--- src/rtl/int_injector.sv ---
// int_injector
//   Multi-channel interrupt stimulus generator. Each channel watches the
//   committed CPU PC, and when it reaches that channel's target PC it raises
//   its irq line, after an optional programmable delay. The line stays high
//   until the handler stores to the channel's acknowledge word.
//   Each channel also keeps a fire budget, a saturating count of acknowledged
//   fires, and a sticky error that flags an interrupt left unacknowledged.
//
// Ports
//   clk            rising-edge clock
//   reset          asynchronous, active-low reset
//   en             global arm enable (gates only IDLE -> WAIT/ASSERT)
//   clr            synchronous clear of all channel state, highest priority
//   cfg_target_pc  per-channel trigger PC, 32 bits each, bits [1:0] ignored
//   cfg_delay      per-channel delay from match to irq, DELAY_W bits each
//   macroscopic_pc committed PC from the CPU
//   m_int_addr     CPU memory-stage store address
//   m_int_byteen   CPU store byte enables (any nonzero pattern is a store)
//   irq            registered interrupt request lines
//   fire_cnt       per-channel acknowledged fire count, saturating
//   timeout_err    per-channel sticky timeout flag
//   busy           some channel is not IDLE
module int_injector #(
    parameter int unsigned N_CH      = 4,
    parameter logic [31:0] ACK_BASE  = 32'h0000_7f20,
    parameter int unsigned MAX_FIRES = 1,
    parameter int unsigned DELAY_W   = 8,
    parameter int unsigned CNT_W     = 8,
    parameter int unsigned TIMEOUT   = 1024
) (
    input  logic                    clk,
    input  logic                    reset,
    input  logic                    en,
    input  logic                    clr,
    input  logic [N_CH*32-1:0]      cfg_target_pc,
    input  logic [N_CH*DELAY_W-1:0] cfg_delay,
    input  logic [31:0]             macroscopic_pc,
    input  logic [31:0]             m_int_addr,
    input  logic [3:0]              m_int_byteen,
    output logic [N_CH-1:0]         irq,
    output logic [N_CH*CNT_W-1:0]   fire_cnt,
    output logic [N_CH-1:0]         timeout_err,
    output logic                    busy
);

    localparam int unsigned    TO_W     = (TIMEOUT > 1) ? $clog2(TIMEOUT + 1) : 1;
    localparam logic [TO_W-1:0]  TO_LIM   = TO_W'(TIMEOUT);
    localparam logic [CNT_W-1:0] FIRE_LIM = CNT_W'(MAX_FIRES);
    localparam bit               LIMITED  = (MAX_FIRES != 0);
    localparam bit               TO_ON    = (TIMEOUT != 0);

    typedef enum logic [1:0] {
        ST_IDLE,
        ST_WAIT,
        ST_ASSERT,
        ST_DONE
    } ch_state_t;

    ch_state_t          st_q  [N_CH];
    ch_state_t          st_d  [N_CH];
    logic [DELAY_W-1:0] dly_q [N_CH];
    logic [DELAY_W-1:0] dly_d [N_CH];
    logic [TO_W-1:0]    to_q  [N_CH];
    logic [TO_W-1:0]    to_d  [N_CH];
    logic [CNT_W-1:0]   cnt_q [N_CH];
    logic [CNT_W-1:0]   cnt_d [N_CH];
    logic [N_CH-1:0]    err_q, err_d;
    logic [N_CH-1:0]    irq_q, irq_d;
    logic [N_CH-1:0]    match, ack;

    // Word-aligned compares: the low two address bits never take part.
    always_comb begin
        match = '0;
        ack   = '0;
        for (int unsigned c = 0; c < N_CH; c++) begin
            match[c] = (macroscopic_pc[31:2] == cfg_target_pc[32*c+2 +: 30]);
            ack[c]   = (|m_int_byteen) &&
                       (m_int_addr[31:2] == ACK_BASE[31:2] + 30'(c));
        end
    end

    always_comb begin
        err_d = err_q;
        irq_d = '0;
        for (int unsigned c = 0; c < N_CH; c++) begin
            st_d[c]  = st_q[c];
            dly_d[c] = dly_q[c];
            to_d[c]  = to_q[c];
            cnt_d[c] = cnt_q[c];
            if (clr) begin
                st_d[c]  = ST_IDLE;
                dly_d[c] = '0;
                to_d[c]  = '0;
                cnt_d[c] = '0;
                err_d[c] = 1'b0;
            end else begin
                case (st_q[c])
                    ST_IDLE: begin
                        if (en && match[c] && (!LIMITED || cnt_q[c] < FIRE_LIM)) begin
                            dly_d[c] = cfg_delay[c*DELAY_W +: DELAY_W];
                            to_d[c]  = '0;
                            // Delay 0 skips WAIT so irq rises one cycle after the match.
                            st_d[c]  = (dly_d[c] == '0) ? ST_ASSERT : ST_WAIT;
                        end
                    end
                    ST_WAIT: begin
                        if (dly_q[c] == DELAY_W'(1)) begin
                            dly_d[c] = '0;
                            st_d[c]  = ST_ASSERT;
                        end else begin
                            dly_d[c] = dly_q[c] - 1'b1;
                        end
                    end
                    ST_ASSERT: begin
                        if (ack[c]) begin
                            cnt_d[c] = (&cnt_q[c]) ? cnt_q[c] : cnt_q[c] + 1'b1;
                            to_d[c]  = '0;
                            st_d[c]  = (LIMITED && cnt_d[c] == FIRE_LIM) ? ST_DONE : ST_IDLE;
                        end else if (TO_ON && to_q[c] != TO_LIM) begin
                            to_d[c] = to_q[c] + 1'b1;
                            if (to_d[c] == TO_LIM) begin
                                err_d[c] = 1'b1;
                            end
                        end
                    end
                    default: ;
                endcase
            end
            irq_d[c] = (st_d[c] == ST_ASSERT);
        end
    end

    always_ff @(posedge clk or negedge reset) begin
        if (!reset) begin
            for (int unsigned c = 0; c < N_CH; c++) begin
                st_q[c]  <= ST_IDLE;
                dly_q[c] <= '0;
                to_q[c]  <= '0;
                cnt_q[c] <= '0;
            end
            err_q <= '0;
            irq_q <= '0;
        end else begin
            for (int unsigned c = 0; c < N_CH; c++) begin
                st_q[c]  <= st_d[c];
                dly_q[c] <= dly_d[c];
                to_q[c]  <= to_d[c];
                cnt_q[c] <= cnt_d[c];
            end
            err_q <= err_d;
            irq_q <= irq_d;
        end
    end

    always_comb begin
        busy     = 1'b0;
        fire_cnt = '0;
        for (int unsigned c = 0; c < N_CH; c++) begin
            if (st_q[c] != ST_IDLE) begin
                busy = 1'b1;
            end
            fire_cnt[c*CNT_W +: CNT_W] = cnt_q[c];
        end
    end

    assign irq         = irq_q;
    assign timeout_err = err_q;

endmodule
--- config.mk ---
export PLATFORM = sky130hd
export DESIGN_NAME = int_injector
export DESIGN_NICKNAME = d
export VERILOG_FILES = /design/src/rtl/int_injector.sv
export SDC_FILE = /design/constraint.sdc
export NUM_CORES = 1
export LEC_CHECK = 0
export CAP_MARGIN = 10
export CORE_MARGIN = 1.5
export CORE_UTILIZATION = 35
export CTS_BUF_LIST = sky130_fd_sc_hd__clkbuf_16
export DETAILED_ROUTE_END_ITERATION = 7
export DONT_BUFFER_PORTS = 1
export GPL_TIMING_DRIVEN = 1
export HOLD_SLACK_MARGIN = 0.15
export PLACE_DENSITY = 0.46
export SLEW_MARGIN = 5
export SYNTH_ARGS = -nofsm -noshare
export SYNTH_HDL_FRONTEND = slang
export SYNTH_SLANG_ARGS = --single-unit
--- constraint.sdc ---
create_clock -name clk -period 3.17 [get_ports clk]
set_clock_uncertainty 0.05 [all_clocks]
set_input_delay 0.951 -clock clk [delete_from_list [all_inputs] [get_ports clk]]
set_output_delay 0.951 -clock clk [all_outputs]
set_load 0.05 [all_outputs]
# == Word level (Yosys, flattened, before mapping) ==
# Cells that the tools add are included.
# word_totals
register_bits,124
input_bits,232
output_inout_bits,41
elab_cells,258
# op_classes
n_addsub,12
n_lt_le_gt_ge,4
eq_ne,48
mux,104
reduce_logical,69
# op_table
operator,n
$mux 8,28
$mux 11,16
$eq 30x13->1 const B,4
$eq 30x30->1,4
$pmux 11 s2,4
$eq 8x1->1 const B,8
$pmux 8 s2,4
$mux 2,24
$add 11x1->11 const B,4
$eq 11x11->1 const B,4
$ne 11x11->1 const B,4
$reduce_bool 2->1,20
$add 8x1->8 const B,4
$logic_not 8->1,4
$lt 8x1->1 const B,4
$reduce_and 8->1,4
$sub 8x1->8 const B,4
$mux 1,24
$pmux 2 s3,4
$reduce_bool 3->1,8
$eq 2x2->1 const B,8
$ne 4x4->1 const B,4
$reduce_and 2->1,8
$reduce_and 4->1,4
7 further kinds,33

# == Depth between registers and ports, before layout ==
# depth
depth_word,8
mapped_depth,9
mapped_depth_nobuf,8

# == Worst setup path before layout ==
# Ideal clock, no wire load.
# synth_timing
path_kind,input -> register
startpoint,input port m_int_addr[17]
endpoint,register to_q[19] in the netlist's numbering
setup_ps,126
t_arrival_ps,2998
required_ps,2994
slack_ps,-4
path_stages,7
path_buffers,1
path_cell_list,or4_4 -> nor4_4 -> nand4_4 -> and3_1 -> o31a_1 -> buf_6 -> a221o_1
# synth_between
elab_chain_len,5
elab_cells_between_ends,7
cone_classes,eq/ne: 2; mux: 3; reduce/logical: 2
# synth_rtl
item,line,rtl
start: declaration,38,"input logic [31:0] m_int_addr,"
$eq 30x13->1 (*),78,(m_int_addr[31:2] == ACK_BASE[31:2] + 30'(c));
$logic_and 1x1->1 (*),77,ack[c] = (|m_int_byteen) &&
$mux 11,115,if (ack[c]) begin
$pmux 11 s2,97,case (st_q[c])
$mux 11,90,if (clr) begin
end signal: indexed assignment,147,to_q[c] <= to_d[c];
end: declaration,63,logic [TO_W-1:0] to_q [N_CH];
# Mark *: on every way between the ends. The rest lies on a longest branch, timed or not.
# A chain may end at the register's enable or synchronous reset.

# == Worst setup path in the final report ==
# layout_timing
startpoint,register st_q[3] in the netlist's numbering
endpoint,output port busy
# layout_between
elab_chain_len,3
# layout_rtl
item,line,rtl
start: declaration,59,ch_state_t st_q [N_CH];
start signal: indexed assignment,145,st_q[c] <= st_d[c];
$reduce_bool 2->1,159,if (st_q[c] != ST_IDLE) begin
$mux 1 (2 in a row),159,
end: declaration,43,output logic busy
# Every way passes these cells.

==> out/qor.yml <==
grt_pass1_vias: 9372
vias_per_cell: 5.79
synth_top_area_share: 0.311
ys_types: 72
vias: 9496
post_cts.repair.setup_buffers: 0
maxSlewHeadroom: 0.413
antenna_left: 0
crit_family: "simple AND/OR/NAND/NOR gates"
grt_max_degree: 125
stdcell_count: 1640
dp_hpwl_mm: 26.7
met3_length_mm: 1.63
cp_num_cells: 3
worstSetupPathType: "reg2out"
setup_violations: 0
run_status: "completed"
cp.required_ps: 2170
yosysSeqAreaShare: 0.311
end_kind: "output port"
met1Wirelength_mm: 14.5
clock-sinks: 124
clk_path_buf_depth: 2
yosysMostFrequentCell: "dfrtp_1"
placed_cells: 1609
cp_slowest_cell: "dfrtp_1"
highest_layer: "met4"
maxSlewViolCount: 0
syn_nets: 1463
ys.flop_type: "dfrtp_1"
dieArea_um2: 29500
post_cts_resized: 0
overflow: 0
rows: 61
ys_warn_count: 0
drtIter0Drc: 549
fin_area_um2: 11400
gp_congestion: 0.907
endpoint: "busy"
fp.coreArea_um2: 27900
seq_power_share: 0.426
cts.reportedPaths.clkPinSlew_ps: 60
wl_per_cell_um: 21.0
period_needed_ps: 2970
crit_fanout: 8
htreeDepth: 4
async_flop_share: 1.00
start_kind: "flip-flop"
drive_above_1_share: 0.0990
max_freq_ghz: 0.337
synth_cells: 1206
finalCritPeriodShare: 0.937
ff2ff_setup_slack_ps: 260
clk_latency_ps: 440
die_h_um: 172
yosysTopAreaCell: "dfrtp_1"
insertedDiodeCount: 0
wl_met2_mm: 17.1
static-leakage-power_nw: 4.59
antenna_found_initial: 0
power_density_nw_per_um2: 334
nets: 1507
cp-startpoint: "st_q[3]"
synth_edf_count: 0
min_path_type: "in2async"
pwr-share-clk: 0.478
combPwrFrac: 0.096
reg2reg_from: "fire_cnt[23]"
reg2reg_depth: 8
wl_mm: 34.5
yosys_register_bits: 124
finalHoldViolations: 0
cp.arrival_ps: 1970
final_util: 0.408
worst_pin_slew_ps: 877
grtUsageTotal: 0.238
ys_top_cells_by_count: "dfrtp_1 (124), nor2_1 (112), nand2_1 (98)"
peakVddDrop_v: 0.000341
synthTopCellsByArea: "dfrtp_1 (31%), xnor2_1 (8.0%), xor2_1 (5.2%)"
fin_hold_ws_ps: 181
p_sw_mw: 0.986
r2r-end: "to_q[19]"
netlist_area_um2: 9980
hold_buffers: 0
syn_avg_cell_area_um2: 8.27
tns_ps: 0
initial_core_util: 0.357
area_delta_synth_final_pct: 14.2
drc: 0
grt_pass1_wl_mm: 53.4
port_buffers: 0
cts-root-buf: "clkbuf_16"
ios: 273
die-width_um: 172
critPathMaxStageDelay_ps: 470
rsz0062_at_grt: "false"
dpl_cell_area_um2: 10900
internal_power_mw: 2.82
cp_cell_sequence: "nor2_1, nand4_1, buf_4"
drv_cap: 0
drtPass1Iterations: 5
path_buf_inv: 1
p_sw_frac: 0.259
cts_tree: "yes"
cts_inserted_buffers: 17
## final cells by class
cell class                      count  area [um2]
Fill cell                        2935       16500
Multi-Input combinational cell    986        6500
Sequential cell                   124        3100
Timing Repair Buffer               77         616
Tap cell                          378         473
Clock buffer                       17         425
Inverter                           44         165
Clock inverter                     14         106
## cell families after synthesis
kind of cell | synth area share
flip-flops | 0.311
AND/OR/NAND/NOR | 0.286
buffers and inverters | 0.0377
adder cells (fa/ha/maj) | 0.0314
AO/OA/AOI/OAI | 0.179
XOR/XNOR | 0.132
multiplexers | 0.0235
## cells in the final DEF, fill, tap and decap left out, types with 10 or more instances in the layout
master,netlist,layout
o21ai_0,31,31
or4_1,11,11
nand4_1,43,43
nor3_1,46,46
nor2_1,112,112
buf_4,1,74
a21o_1,11,11
and3_1,21,21
dfrtp_1,124,124
a211oi_1,17,17
ha_1,25,25
inv_1,42,42
and2_1,10,10
a31oi_1,35,35
o21a_1,10,10
a21oi_1,51,51
nand2b_1,16,16
o31ai_1,14,14
xnor2_1,91,91
xor2_1,59,59
nor4_1,45,45
nand2_1,98,98
mux2i_1,20,20
or3_1,11,11
nor2b_1,17,17
clkbuf_16,0,17
nand3_1,49,49
## per-layer routing
layer / vias to the layer above / global-route usage
li1: 4574 / -
met1: 4615 / 0.286
met2: 267 / 0.416
met3: 40 / 0.0460
met4: 0 / 0.0987
met5: - / 0
## registers in the layout, indices dropped and copies added (netlist names)
name / count
timeout_err: 4
st_q: 8
to_q: 44
dly_q: 32
irq: 4
fire_cnt: 32
## power groups by stage
stage	logic, mW	clock network (mW)	registers (mW)
after floorplan	0.287	0	1.64
after global placement	0.365	0	1.65
after detailed placement	0.367	0	1.65
after CTS	0.368	1.87	1.62
after global routing	0.402	1.95	1.62
final	0.366	1.82	1.62
## metrics by stage
stage          total power [mW]  setup slack, ps
6_report                   3.81              199
4_1_cts                    3.86              162
3_5_place_dp               2.02            0.871
2_1_floorplan              1.93              134
5_1_grt                    3.97              107
3_3_place_gp               2.02             23.9
## worst min path at each step
stage	start	slack, ps	end	depth (start not counted)
after floorplan	to_q[27]	430	to_q[27]	1
after global placement	to_q[27]	460	to_q[27]	1
after global routing	reset	160	dly_q[9]	0
after detailed placement	to_q[27]	470	to_q[27]	1
after CTS	reset	160	fire_cnt[24]	0
final	reset	180	dly_q[9]	0
Power figures use the tool's default switching activity.
